==> config.mk <==
export PLATFORM = sky130hd
export DESIGN_NAME = binary_game_input_conditioner
export DESIGN_NICKNAME = d
export VERILOG_FILES = /design/src/rtl/binary_game_pkg.sv /design/src/rtl/bg_debounce.sv /design/src/rtl/binary_game_input_conditioner.sv
export SDC_FILE = /design/constraint.sdc
export NUM_CORES = 1
export LEC_CHECK = 0
export CORE_UTILIZATION = 35
export CTS_CLUSTER_DIAMETER = 150
export DETAILED_ROUTE_END_ITERATION = 8
export HOLD_SLACK_MARGIN = 0.08
export PLACE_DENSITY = 0.51
export SYNTH_ARGS = -nofsm -noshare
export SYNTH_HDL_FRONTEND = slang
export SYNTH_HIERARCHICAL = 1
export SYNTH_SLANG_ARGS = --single-unit
==> constraint.sdc <==
create_clock -name Clk -period 1.8 [get_ports Clk]
set_input_delay 0.27 -clock Clk [delete_from_list [all_inputs] [get_ports Clk]]
set_output_delay 0.27 -clock Clk [all_outputs]
set_load 0.1 [all_outputs]
==> src/rtl/binary_game_pkg.sv <==
// binary_game_pkg: shared debounce state encoding and parameter defaults for the binary_game front end.
package binary_game_pkg;
  typedef enum logic [1:0] {IDLE, PRESS_WAIT, HELD, RELEASE_WAIT} db_state_e;
  localparam int DEF_DEBOUNCE_CYCLES = 500000;
  localparam int DEF_REPEAT_DELAY    = 50000000;
  localparam int DEF_REPEAT_PERIOD   = 20000000;
  function automatic int max_int(input int a, input int b);
    return (a > b) ? a : b;
  endfunction
endpackage

==> src/rtl/bg_debounce.sv <==
// bg_debounce: 2-flop synchronizer, press/release debounce FSM and combinational press pulse.
// Optional auto-repeat while held when BG_AUTOREPEAT_EN is defined.
module bg_debounce
  import binary_game_pkg::*;
#(
  parameter int DEBOUNCE_CYCLES = DEF_DEBOUNCE_CYCLES
`ifdef BG_AUTOREPEAT_EN
  , parameter bit REPEAT_EN     = 1'b0,
  parameter int REPEAT_DELAY    = DEF_REPEAT_DELAY,
  parameter int REPEAT_PERIOD   = DEF_REPEAT_PERIOD
`endif
) (
  input  logic clk,
  input  logic rst,
  input  logic btn_i,
  output logic pulse_o
);
  localparam int CW = $clog2(DEBOUNCE_CYCLES + 1);
  localparam logic [CW-1:0] LAST = CW'(DEBOUNCE_CYCLES - 1);
  localparam logic [CW-1:0] MAX  = CW'(DEBOUNCE_CYCLES);
  logic [1:0] sync_q;
  db_state_e state_q, state_d;
  logic [CW-1:0] cnt_q, cnt_d;
  logic lvl, press;
  assign lvl = sync_q[1];
  always_ff @(posedge clk) begin
    if (rst) begin
      sync_q  <= '0;
      state_q <= IDLE;
      cnt_q   <= '0;
    end else begin
      sync_q  <= {sync_q[0], btn_i};
      state_q <= state_d;
      cnt_q   <= cnt_d;
    end
  end
  always_comb begin
    state_d = state_q;
    cnt_d   = (cnt_q == MAX) ? cnt_q : cnt_q + 1'b1;
    press   = 1'b0;
    case (state_q)
      IDLE: begin
        cnt_d = '0;
        if (lvl) state_d = PRESS_WAIT;
      end
      PRESS_WAIT:
        if (!lvl) begin
          state_d = IDLE;
          cnt_d   = '0;
        end else if (cnt_q == LAST) begin
          state_d = HELD;
          cnt_d   = '0;
          press   = 1'b1;
        end
      HELD: begin
        cnt_d = '0;
        if (!lvl) state_d = RELEASE_WAIT;
      end
      RELEASE_WAIT:
        if (lvl || cnt_q == LAST) begin
          state_d = lvl ? HELD : IDLE;
          cnt_d   = '0;
        end
      default: state_d = IDLE;
    endcase
  end
`ifdef BG_AUTOREPEAT_EN
  localparam int RW = $clog2(max_int(REPEAT_DELAY, REPEAT_PERIOD) + 1);
  logic [RW-1:0] rcnt_q, rcnt_d, rlim;
  logic rfirst_q, rfirst_d, rep;
  // first repeat waits REPEAT_DELAY, later ones REPEAT_PERIOD
  assign rlim = rfirst_q ? RW'(REPEAT_PERIOD - 1) : RW'(REPEAT_DELAY - 1);
  always_comb begin
    rep      = REPEAT_EN && state_q == HELD && lvl && rcnt_q == rlim;
    rcnt_d   = (!REPEAT_EN || state_q != HELD || rep) ? '0 : rcnt_q + 1'b1;
    rfirst_d = (state_q == IDLE) ? 1'b0 : (rfirst_q | rep);
  end
  always_ff @(posedge clk) begin
    if (rst) begin
      rcnt_q   <= '0;
      rfirst_q <= 1'b0;
    end else begin
      rcnt_q   <= rcnt_d;
      rfirst_q <= rfirst_d;
    end
  end
  assign pulse_o = press | rep;
`else
  assign pulse_o = press;
`endif
endmodule

==> src/rtl/binary_game_input_conditioner.sv <==
// binary_game_input_conditioner: debounced button pulses with conflict resolution and debounced switches.
// Auto-repeat of left/right is enabled by defining BG_AUTOREPEAT_EN.
module binary_game_input_conditioner
  import binary_game_pkg::*;
#(
  parameter int DEBOUNCE_CYCLES = DEF_DEBOUNCE_CYCLES
`ifdef BG_AUTOREPEAT_EN
  , parameter int REPEAT_DELAY  = DEF_REPEAT_DELAY,
  parameter int REPEAT_PERIOD   = DEF_REPEAT_PERIOD
`endif
) (
  input  logic       Clk,
  input  logic       Reset,
  input  logic       btnSelect,
  input  logic       btnQuit,
  input  logic       btnLeft,
  input  logic       btnRight,
  input  logic [7:0] swNumber,
  output logic       Select,
  output logic       Quit,
  output logic       selectLeft,
  output logic       selectRight,
  output logic [7:0] userNumber,
  output logic       numberChanged
);
  localparam int CW = $clog2(DEBOUNCE_CYCLES + 1);
  localparam logic [CW-1:0] LAST = CW'(DEBOUNCE_CYCLES - 1);
  logic [3:0] btns, raw, pulse_d, pulse_q;
  logic [7:0] sw1_q, sw2_q, cand_q, num_q;
  logic [CW-1:0] scnt_q;
  logic chg_q, stable, upd, lr_ok;
  // bit order {quit, select, left, right}; only left/right may repeat
  assign btns = {btnQuit, btnSelect, btnLeft, btnRight};
  for (genvar i = 0; i < 4; i++) begin : g_btn
    bg_debounce #(
      .DEBOUNCE_CYCLES(DEBOUNCE_CYCLES)
`ifdef BG_AUTOREPEAT_EN
      , .REPEAT_EN(i < 2),
      .REPEAT_DELAY(REPEAT_DELAY),
      .REPEAT_PERIOD(REPEAT_PERIOD)
`endif
    ) u_db (
      .clk    (Clk),
      .rst    (Reset),
      .btn_i  (btns[i]),
      .pulse_o(raw[i])
    );
  end
  assign lr_ok   = ~raw[3] & ~raw[2] & ~(raw[1] & raw[0]);
  assign pulse_d = {raw[3], raw[2] & ~raw[3], raw[1] & lr_ok, raw[0] & lr_ok};
  assign stable  = sw2_q == cand_q;
  assign upd     = stable && scnt_q >= LAST && cand_q != num_q;
  always_ff @(posedge Clk) begin
    if (Reset) begin
      sw1_q   <= '0;
      sw2_q   <= '0;
      cand_q  <= '0;
      scnt_q  <= '0;
      num_q   <= '0;
      chg_q   <= 1'b0;
      pulse_q <= '0;
    end else begin
      sw1_q   <= swNumber;
      sw2_q   <= sw1_q;
      cand_q  <= sw2_q;
      scnt_q  <= !stable ? '0 : (scnt_q >= LAST ? scnt_q : scnt_q + 1'b1);
      num_q   <= upd ? cand_q : num_q;
      chg_q   <= upd;
      pulse_q <= pulse_d;
    end
  end
  assign {Quit, Select, selectLeft, selectRight} = pulse_q;
  assign userNumber    = num_q;
  assign numberChanged = chg_q;
endmodule

After elaboration in Yosys (flattened, before gate mapping)
Cells that the tools add are included.
{"block": "op_classes", "reduce_logical": 19, "n_bitwise": 10, "add_sub_neg": 5, "magnitude_cmp": 1, "muxes": 60, "eq_ne": 38}
{"operator": "two-way mux 19 bit", "n": 16}
{"operator": "one-hot mux 19 bit (3 select lines)", "n": 4}
{"operator": "== test 19 bit (second input constant)", "n": 8}
{"operator": "adder 19 x 1 -> 19 bit (second input constant)", "n": 5}
{"operator": "two-way mux 2 bit", "n": 24}
{"operator": "one-hot mux 2 bit (4 select lines)", "n": 4}
{"operator": "greater-or-equal comparator 19 bit (second input constant)", "n": 1}
{"operator": "== test 2 bit (second input constant)", "n": 8}
{"operator": "inequality test 2 x 1 -> 1 bit (second input constant)", "n": 8}
{"operator": "AND reduction 4 bit", "n": 4}
{"operator": "two-way mux 1 bit", "n": 12}
{"operator": "inequality test 3 bit (second input constant)", "n": 4}
{"operator": "OR reduction 2 bit", "n": 5}
{"operator": "== test 2 x 1 -> 1 bit (second input constant)", "n": 4}
{"operator": "== test 8 bit", "n": 1}
{"operator": "zero test 2 bit", "n": 4}
{"operator": "inequality test 2 bit (second input constant)", "n": 4}
{"operator": "inequality test 8 bit", "n": 1}
{"operator": "bitwise AND 1 bit", "n": 6}
{"operator": "logical OR 1 bit", "n": 4}
{"operator": "inverter 1 bit", "n": 4}
{"operator": "logical AND 1 bit", "n": 2}
{"block": "word_totals", "ff_bits": 148, "wordCells": 152, "output_inout_bits": 13}

Longest topological paths before layout
Gate-level depths: netlist of the first run.
{"block": "logic_depth", "ltp_word": 8, "depth_mapped": 7}

By module
The synthesis of the first run kept the hierarchy.
{"mod": "bg_debounce", "area_per_inst_um2": 1168.6, "n_inst": 4, "cells_each": 136}
{"mod": "binary_game_input_conditioner", "area_per_inst_um2": 2381.0, "n_inst": 1, "cells_each": 235}

Worst setup path before layout of the first run
Ideal clock, no wire load.
{"block": "synth_timing", "path_type": "reg-to-reg", "from": "reg num_q[6] (netlist: userNumber[6])", "to": "reg num_q[0] (netlist: userNumber[0])", "n_path_buf": 0, "stages_incl_launch_ff": 6, "path_slack_ns": -0.174, "arrival_time_ns": 1.902, "required_ns": 1.728, "period_less_slack_ns": 1.974, "setup_ns": 0.072, "cell_sequence": "dfxtp_1 -> xnor2_1 -> nand4_1 -> nor2_1 -> nor3_4 -> mux2i_1"}
{"block": "synth_via", "elab_chain_len": 2}
{"item": "start, declared", "line_no": "binary_game_input_conditioner.sv:29", "rtl": "logic [7:0] sw1_q, sw2_q, cand_q, num_q;"}
{"item": "start signal, assigned", "line_no": "binary_game_input_conditioner.sv:67", "rtl": "num_q <= upd ? cand_q : num_q;"}
{"item": "inequality test 8 bit", "line_no": "binary_game_input_conditioner.sv:52", "rtl": "assign upd = stable && scnt_q >= LAST && cand_q != num_q;"}
{"item": "logical AND 1 bit", "line_no": "binary_game_input_conditioner.sv:52"}
Every way passes these cells.
A chain may end at the register's enable or synchronous reset.

Worst setup path in the final report of the first run
{"block": "layout_timing", "from": "reg scnt_q[7]", "to": "reg scnt_q[13]"}
{"block": "layout_via", "elab_chain_len": 1, "elab_cells_between_ends": 2}
{"item": "start, declared", "line_no": "binary_game_input_conditioner.sv:30", "rtl": "logic [CW-1:0] scnt_q;"}
{"item": "start signal, assigned", "line_no": "binary_game_input_conditioner.sv:66", "rtl": "scnt_q <= !stable ? '0 : (scnt_q >= LAST ? scnt_q : scnt_q + 1'b1);"}
{"item": "adder 19 x 1 -> 19 bit or greater-or-equal comparator 19 bit (tied branches)", "line_no": "binary_game_input_conditioner.sv:66"}
Parallel ways exist; a longest one is shown, timed or not.

==> results of run 1 <==
## state kept, by name, summed over array words and instances (netlist names), named ones only
| register | cells |
|---|---|
| pulse_q | 4 |
| sw1_q | 8 |
| g_btn.u_db/cnt_q | 76 |
| sw2_q | 8 |
| cand_q | 8 |
| scnt_q | 19 |
| g_btn.u_db/state_q | 4 |
| userNumber | 8 |
| numberChanged | 1 |
| g_btn.u_db/sync_q | 8 |
## layer usage
layer,routed length [µm],GRT usage [%]
met4,190,5.151
met2,6978,25.07
met5,0,0
met3,397,4.040
met1,7652,20.35
## worst max path at each step
| stage | to | cells after the start | start |
|---|---|---|---|
| final | scnt_q[13]$_SDFFE_PP0N_ | 6 | scnt_q[7]$_SDFFE_PP0N_ |
| after global routing | g_btn[1].u_db/cnt_q[16]$_SDFF_PP0_ | 6 | g_btn[1].u_db/cnt_q[0]$_SDFF_PP0_ |
| after CTS | pulse_q[1]$_SDFF_PP0_ | 8 | g_btn[3].u_db/cnt_q[0]$_SDFF_PP0_ |
| after detailed placement | pulse_q[1]$_SDFF_PP0_ | 8 | g_btn[3].u_db/cnt_q[7]$_SDFF_PP0_ |
| after global placement | pulse_q[1]$_SDFF_PP0_ | 8 | g_btn[3].u_db/cnt_q[7]$_SDFF_PP0_ |
| after floorplan | userNumber[0]$_SDFFE_PP0P_ | 6 | scnt_q[0]$_SDFFE_PP0N_ |
## worst reg2reg max path, cell delays in order (launching register included)
cell and delay, ps:
dfxtp_2 350, o31ai_4 290, nand4_2 140, buf_4 230, a2111oi_2 410, xnor2_1 160
nor2_1 50
## stage by stage
stage | setup slack, ps | total power (µW) | hold WS [ps] | util [%]
after CTS | -6.603 | 7012 | 233.8 | 44.34
after floorplan | 63.85 | 3486 | 339.1 | -
after global routing | -29.56 | 7197 | 275.0 | 45.43
after detailed placement | -100.7 | 3554 | 428.8 | 41.31
after global placement | -43.32 | 3551 | 424.1 | 41.31
final | 53.90 | 6901 | 240.5 | 45.43
## cells by family (layout without fill, tap and decap cells)
group,Yosys count,count (layout),share of synthesized area [%]
muxes,12,12,1.702
buffers and inverters,58,172,4.504
DFF,148,148,41.99
adders and majority gates,9,9,1.596
AOI/OAI and AO/OA,78,78,7.945
and+or+nand+nor,388,388,31.58
xor gates and xnor gates,86,86,10.68
## cell type report
cell class | instances | share of cell area [%]
clock buffer | 21 | 5.174
clock inverter | 10 | 1.209
inverter | 24 | 1.012
multi-input combinational | 573 | 44.37
sequential | 148 | 33.54
tap | 265 | 3.726
timing repair buffer | 117 | 10.97
## what timing repair did
item                                    CTS  global route
buffers inserted                          0             6
pin swaps                                 0            10
hold buffers                              0             0
endpoints found under the setup margin    3            64
hold endpoints to repair                  0             0
resized for setup                         5            41
## placed cells by master (no fill, tap or decap), drive strengths merged, types with 22 or more instances in the layout
cell	instances
dfxtp	148
buf	105
nand3	39
nand2	37
xor2	24
nor2b	41
nor3	27
a21oi	28
inv	24
nand4	43
nor2	80
xnor2	62
nor4	22
## power groups by stage
stage	combinational (µW)	sequential, µW	clock, µW
2_1_floorplan	87.6	3400	0
3_3_place_gp	148	3400	0
3_5_place_dp	150	3400	0
4_1_cts	153	3330	3530
5_1_grt	171	3330	3690
6_report	153	3330	3420
==> out/metrics.yaml, run 1 <==
synthFlopType: "dfxtp_1"
grt_use_total_pct: 15.64
synth.most_common_cell: "dfxtp_1"
first_iter_violations: 275
synth_area_leaders: "dfxtp_1 42%, xnor2_1 7.7%, nor2_1 4.2%"
start_kind: "flip-flop"
finalSetupViolCount: 0
cp_top_family: "compound AO/OA/AOI/OAI gates"
die_area_mm2: 0.02073
multi_input_area_mm2: 0.003949
hpwl_um: 10960
hold_path_class: "in -> reg"
relSlewSlack_pct: 67.47
netlist_area_mm2: 0.007056
antenna_found_initial: 0
grt_pass1_wl_um: 25760
cts_buffers: 17
syn_area_per_cell_um2: 9.057
maxCapViolations: 0
placed_area_mm2: 0.008093
nNetsFinal: 904
detail_route.drc_violations: 0
cts_tree: "done"
clk_path_buf_depth: 2
hold_violations: 0
p_clk_share_pct: 49.5
p_leak_uw: 0.002866
tightest_slew_ps: 486.6
synth.distinct_cells: 50
first_pass_iters: 4
critical-path-max-stage-delay_ps: 410
timing.fmax_mhz: 572.7
avgViaCountPerCell: 4.941
fin_cells: 1158
yosysWarningCount: 6
netSwitchingFraction_pct: 20.54
drt-total-wl_um: 15220
tns_ps: 0
place_inst: 1121
grt_max_degree: 21
regArea_mm2: 0.002985
grt_overflow: 0
power_switching_uw: 1418
synth_top_cell_by_area: "dfxtp_1"
fillers: 1876
area_growth_pct: 26.14
p_int_uw: 5483
r2r_cells: 6
htreeDepth: 4
rows: 51
synth_edf_count: 0
wl_per_cell_um: 13.14
clkLatencyLatePin_ps: 420
clk_pin_slew_ps: 60
drt.antenna.violating_nets: 0
grt_pass1_vias: 5466
portBuffers: 26
rrSetupSlack_ps: 50
maxSlewViolCount: 0
end_kind: "flip-flop"
status: "complete, no violations"
pwr-share-comb_pct: 2.2
synth.top_cell.area_share_pct: 41.99
critPathMaxFanout: 12
async_flop_share_pct: 0
drive_above_1_share_pct: 24.86
r2r-start: "scnt_q[7]$_SDFFE_PP0N_"
die_w_um: 144.0
ir_drop_mv: 0.6037
cp.required_ps: 2100
cts_num_sinks: 148
skew_ps: 9.488
vias: 5722
io_pins: 27
yosys-top-cells-count: "148 x dfxtp_1, 79 x nor2_1, 62 x xnor2_1"
synth_cells: 779
hold_depth: 2
core_mm2: 0.01959
start_util_pct: 36.02
cpMaxStageDelayCell: "a2111oi_2"
fin_area_mm2: 0.008900
reg2reg_to: "scnt_q[13]$_SDFFE_PP0N_"
path_cells: "o31ai_4 > nand4_2 > buf_4 > a2111oi_2 > xnor2_1 > nor2_1"
crit_type: "reg -> reg"
min_to: "g_btn[3].u_db/sync_q[1]$_SDFF_PP0_"
cts_root_buffer: "clkbuf_16"
routabilityCongestion: 0.8179
min-delay-start: "Reset"
power_density_mw_per_mm2: 775.4
cp.arrival_ps: 2050
timing.final.crit_share_pct: 97.01
antenna_cells: 0
min_period_ps: 1746
ys_seq_area_share_pct: 41.99
timing.critical_path.buf_inv: 1
die_h_um: 144.0
synth-seq-cells: 148
synth_fp_nets: 802
seq_power_share_pct: 48.3
Power figures use the tool's default switching activity.
==> run 2: changes to the inputs <==
--- a/config.mk
+++ b/config.mk
@@ -6,6 +6,7 @@
 export NUM_CORES = 1
 export LEC_CHECK = 0
 export CORE_UTILIZATION = 35
+export CTS_BUF_LIST = sky130_fd_sc_hd__clkbuf_4 sky130_fd_sc_hd__clkbuf_8
 export CTS_CLUSTER_DIAMETER = 150
 export DETAILED_ROUTE_END_ITERATION = 8
 export HOLD_SLACK_MARGIN = 0.08
==> out/metrics.yaml, run 2 (synthesis results as in run 1) <==
status: "complete, no violations"
ir_drop_mv: 0.4196
detail_route.drc_violations: 0
largest_register: "g_btn.u_db/cnt_q"
largest_reg_flops: 76
final_common_cell: "dfxtp_1"
fin_cells: 1155
drt.antenna.violating_nets: 0
critPathMaxFanout: 12
hold_path_class: "in -> reg"
setup_ws_ps: 63.22
io_pins: 27
cts_tree: "done"
die_h_um: 144.0
power_density_mw_per_mm2: 693.8
crit_type: "reg -> reg"
die_w_um: 144.0
portBuffers: 26
start_util_pct: 36.02
clk_path_buf_depth: 2
grt_overflow: 0
p_leak_uw: 0.002767
area_growth_pct: 22.93
total_power_uw: 6018
whs_ps: 220.2
maxSlewViolCount: 0
first_iter_violations: 254
postCtsHoldBufs: 0
hold_violations: 0
cp_top_family: "compound AO/OA/AOI/OAI gates"
routabilityCongestion: 0.8179
drt-total-wl_um: 15110
maxCapViolations: 0
cpMaxStageDelayCell: "a2111oi_2"
start_kind: "flip-flop"
min_period_ps: 1737
htreeDepth: 4
cts_root_buffer: "clkbuf_8"
critical-path-max-stage-delay_ps: 420
clk_pin_slew_ps: 80
wl_per_cell_um: 13.08
antenna_cells: 0
timing.final.crit_share_pct: 96.49
antenna_found_initial: 0
first_pass_iters: 4
drive_above_1_share_pct: 24.38
hpwl_um: 10960
cp.arrival_ps: 2070
grt_max_degree: 21
fillers: 1898
tns_ps: 0
grt_pass1_wl_um: 25420
rows: 51
place_inst: 1121
avgViaCountPerCell: 4.946
timing.critical_path.buf_inv: 1
finalSetupViolCount: 0
skew_ps: 13.00
die_area_mm2: 0.02073
pre_cts_slack_ps: -100.7
core_mm2: 0.01959
cts_buffers: 17
tightest_slew_ps: 480.4
relSlewSlack_pct: 67.89
final_cell_mix: "130 x dfxtp_1, 95 x buf_4, 77 x nor2_1"
end_kind: "flip-flop"
timing.fmax_mhz: 575.8
grt_pass1_vias: 5429
cts_num_sinks: 148
cp.required_ps: 2130
nNetsFinal: 901
vias: 5713
largestRegisters: "g_btn.u_db/cnt_q x76, scnt_q x19"
grt_use_total_pct: 15.36
path_cells: "o31ai_4 > nand4_2 > buf_4 > a2111oi_2 > xnor2_1 > nor2_1"
clkLatencyLatePin_ps: 450
run 2: cell types whose count changed in the layout (fill, tap and decap cells not counted), sizes merged:
| cell | before | now |
|---|---|---|
| buf | 105 | 102 |
run 2: worst paths after layout:
check                                             from                                  to  slack, ps  cells after the start
worst max-delay path            scnt_q[7]$_SDFFE_PP0N_             scnt_q[13]$_SDFFE_PP0N_         60                      6
worst min-delay path                             Reset  g_btn[3].u_db/sync_q[1]$_SDFF_PP0_        220                      2
worst max register to register  scnt_q[7]$_SDFFE_PP0N_             scnt_q[13]$_SDFFE_PP0N_         60                      6
worst min register to register     sw1_q[3]$_SDFF_PP0_                 sw2_q[3]$_SDFF_PP0_        440                      1
run 2: what timing repair did:
| action | 4_1_cts | 5_1_grt |
|---|---|---|
| pin swaps | 0 | 7 |
| cloned | 0 | 0 |
| resized for setup | 4 | 37 |
| endpoints found under the setup margin | 3 | 67 |
| buffers inserted | 0 | 3 |
run 2: metrics by stage:
step           instance area [µm²]  util, %
2_1_floorplan                 7066        -
3_3_place_gp                  8093    41.31
3_5_place_dp                  8093    41.31
4_1_cts                       8497    43.37
5_1_grt                       8673    44.27
6_report                      8673    44.27
run 2: worst reg2reg max path, delay by kind of cell, from the launching register on:
kind	cells	cell delay, ps
AOI/OAI and AO/OA	2	700
and+or+nand+nor	2	190
xor gates and xnor gates	1	160
DFF	1	350
buffers and inverters	1	230
run 2: final cells by class:
cell class / count / area [µm²] / share of cell area [%]
clock buffer: 21 / 276.5 / 3.188
clock inverter: 10 / 107.6 / 1.241
inverter: 24 / 90.09 / 1.039
multi-input combinational: 573 / 3933 / 45.34
sequential: 148 / 2985 / 34.42
tap: 265 / 331.6 / 3.823
timing repair buffer: 114 / 949.7 / 10.95
run 2: power breakdown:
| group | internal (µW) | total (µW) | switching [µW] | leakage (µW) |
|---|---|---|---|---|
| Clock | 1310 | 2540 | 1220 | 0.000194 |
| Combinational | 80.8 | 153 | 72.5 | 0.00137 |
| Sequential | 3310 | 3330 | 20.2 | 0.00121 |
| Total | 4700 | 6020 | 1320 | 0.00277 |
run 2: routing by layer:
metal  vias up  track usage [%]  routed length [µm]
met5         -                0                   0
met1      2693            20.25                7542
li1       2936                -                   -
met2        73            24.51                6952
met4         0            5.823                 184
met3        11            3.245                 425
==> run 3: changes to the inputs <==
--- a/config.mk
+++ b/config.mk
@@ -5,6 +5,7 @@
 export SDC_FILE = /design/constraint.sdc
 export NUM_CORES = 1
 export LEC_CHECK = 0
+export CORE_MARGIN = 8
 export CORE_UTILIZATION = 35
 export CTS_BUF_LIST = sky130_fd_sc_hd__clkbuf_4 sky130_fd_sc_hd__clkbuf_8
 export CTS_CLUSTER_DIAMETER = 150
==> out/metrics.yaml, run 3 (synthesis results as in run 1) <==
pre_cts_slack_ps: -37.77
cts_buffers: 17
antenna_found_initial: 0
cpMaxStageDelayCell: "or4_1"
htreeDepth: 4
hold_depth: 2
final_cell_mix: "134 x dfxtp_1, 86 x buf_4, 79 x nor2_1"
hold_violations: 0
crit_type: "reg -> reg"
met3_usage_pct: 3.440
gr-usage-met1_pct: 16.17
largestRegisters: "g_btn.u_db/cnt_q x76, scnt_q x19"
drt-total-wl_um: 14960
first_iter_violations: 271
finalSetupViolCount: 0
final_common_cell: "dfxtp_1"
fin_area_mm2: 0.008536
first_pass_iters: 5
min_period_ps: 1719
power_density_mw_per_mm2: 714.8
reg2reg_to: "scnt_q[12]$_SDFFE_PP0N_"
avgViaCountPerCell: 4.945
grt_use_total_pct: 12.59
clk_path_buf_depth: 2
largest_reg_flops: 76
cp.arrival_ps: 2100
critical-path-max-stage-delay_ps: 510
maxCapViolations: 0
drt.antenna.violating_nets: 0
min-delay-start: "Reset"
r2r-start: "scnt_q[13]$_SDFFE_PP0N_"
ir_drop_mv: 0.3766
tightest_slew_ps: 417.7
timing.critical_path.buf_inv: 0
cts_root_buffer: "clkbuf_8"
wl_per_cell_um: 13.02
routabilityCongestion: 0.8275
cp_top_family: "simple AND/OR/NAND/NOR gates"
skew_ps: 12.45
grt_pass1_vias: 5457
final_util_pct: 42.59
grt_overflow: 0
antenna_cells: 0
maxSlewViolCount: 0
start_kind: "flip-flop"
clk_pin_slew_ps: 90
die_area_mm2: 0.02496
p_leak_uw: 0.002703
portBuffers: 26
io_pins: 27
setup_ws_ps: 81.48
critPathMaxFanout: 7
detail_route.drc_violations: 0
path_cells: "o21ai_0 > nor2_4 > and2_4 > or4_1 > a21oi_1"
timing.final.crit_share_pct: 95.47
grt_busiest_layer: "met2"
multi_input_area_mm2: 0.003891
end_kind: "flip-flop"
die_h_um: 158.0
nNetsFinal: 889
met2_usage_pct: 19.96
min_to: "g_btn[3].u_db/sync_q[0]$_SDFF_PP0_"
cp.required_ps: 2180
placed_area_mm2: 0.007999
largest_register: "g_btn.u_db/cnt_q"
r2r_cells: 5
drive_above_1_share_pct: 22.41
total_power_uw: 6101
rows: 52
start_util_pct: 35.21
fillers: 2011
grt_max_degree: 35
rsz0062_at_grt: "yes"
clkLatencyLatePin_ps: 450
timing.fmax_mhz: 581.9
rrSetupSlack_ps: 80
regArea_mm2: 0.002980
cts_tree: "done"
relSlewSlack_pct: 72.07
tns_ps: 0
grt_pass1_wl_um: 25620
area_growth_pct: 20.98
hpwl_um: 10870
cts_num_sinks: 148
die_w_um: 158.0
hold_path_class: "in -> reg"
vias: 5682
status: "complete, no violations"
core_mm2: 0.02004
[run 3: changes by cell type in the layout (fill, tap and decap cells not counted), moves of 3 or more]
| cell | before | now |
|---|---|---|
| nor4bb_1 | 3 | 0 |
| dfxtp_2 | 18 | 14 |
| clkinv_2 | 5 | 1 |
| nor4_2 | 7 | 4 |
| clkinv_4 | 0 | 3 |
| nor4bb_2 | 1 | 4 |
| buf_4 | 95 | 86 |
| dfxtp_1 | 130 | 134 |
[run 3: layout make-up]
type	instances	share of cell area, %
multi-input combinational	573	45.59
sequential	148	34.92
timing repair buffer	102	9.733
tap	270	3.958
clock buffer	19	2.990
clock inverter	13	1.759
inverter	24	1.055
[run 3: timing repair]
action,CTS,global route
endpoints found under the setup margin,3,80
hold buffers,0,0
cloned,0,0
gates resized for setup,3,24
pin swaps,0,3
buffers inserted,0,1
[run 3: layer usage]
layer	part of all wire, %	up-vias	wire, µm
li1	-	2924	-
met1	49	2681	7272
met2	47	71	7088
met3	3.2	6	474
met4	0.84	0	125
met5	0	-	0
[run 3: worst max path at each step]
| stage | start | to | depth (start not counted) |
|---|---|---|---|
| final | scnt_q[13]$_SDFFE_PP0N_ | scnt_q[12]$_SDFFE_PP0N_ | 5 |
| after global routing | g_btn[2].u_db/cnt_q[10]$_SDFF_PP0_ | pulse_q[1]$_SDFF_PP0_ | 6 |
| after CTS | cand_q[7]$_SDFF_PP0_ | scnt_q[18]$_SDFFE_PP0N_ | 5 |
| after detailed placement | g_btn[1].u_db/cnt_q[7]$_SDFF_PP0_ | pulse_q[1]$_SDFF_PP0_ | 5 |
| after global placement | g_btn[2].u_db/cnt_q[10]$_SDFF_PP0_ | pulse_q[2]$_SDFF_PP0_ | 5 |
| after floorplan | scnt_q[0]$_SDFFE_PP0N_ | userNumber[0]$_SDFFE_PP0P_ | 6 |
[run 3: worst register-to-register path: stages (launching register included)]
cell,delay [ps]
dfxtp_1,360
o21ai_0,350
nor2_4,110
and2_4,180
or4_1,510
a21oi_1,150
[run 3: where the power goes]
part           total, µW  switching, µW  internal (µW)
Sequential          3330           20.7           3310
Clock               2630           1330           1300
Combinational        143           66.1           77.0
Total               6100           1420           4690
[run 3: metrics by stage]
step           hold WS, ps  cells
2_1_floorplan        339.1    779
3_3_place_gp         419.6   1116
3_5_place_dp         420.4   1116
4_1_cts              216.5   1148
5_1_grt              247.7   1149
6_report             226.6   1149
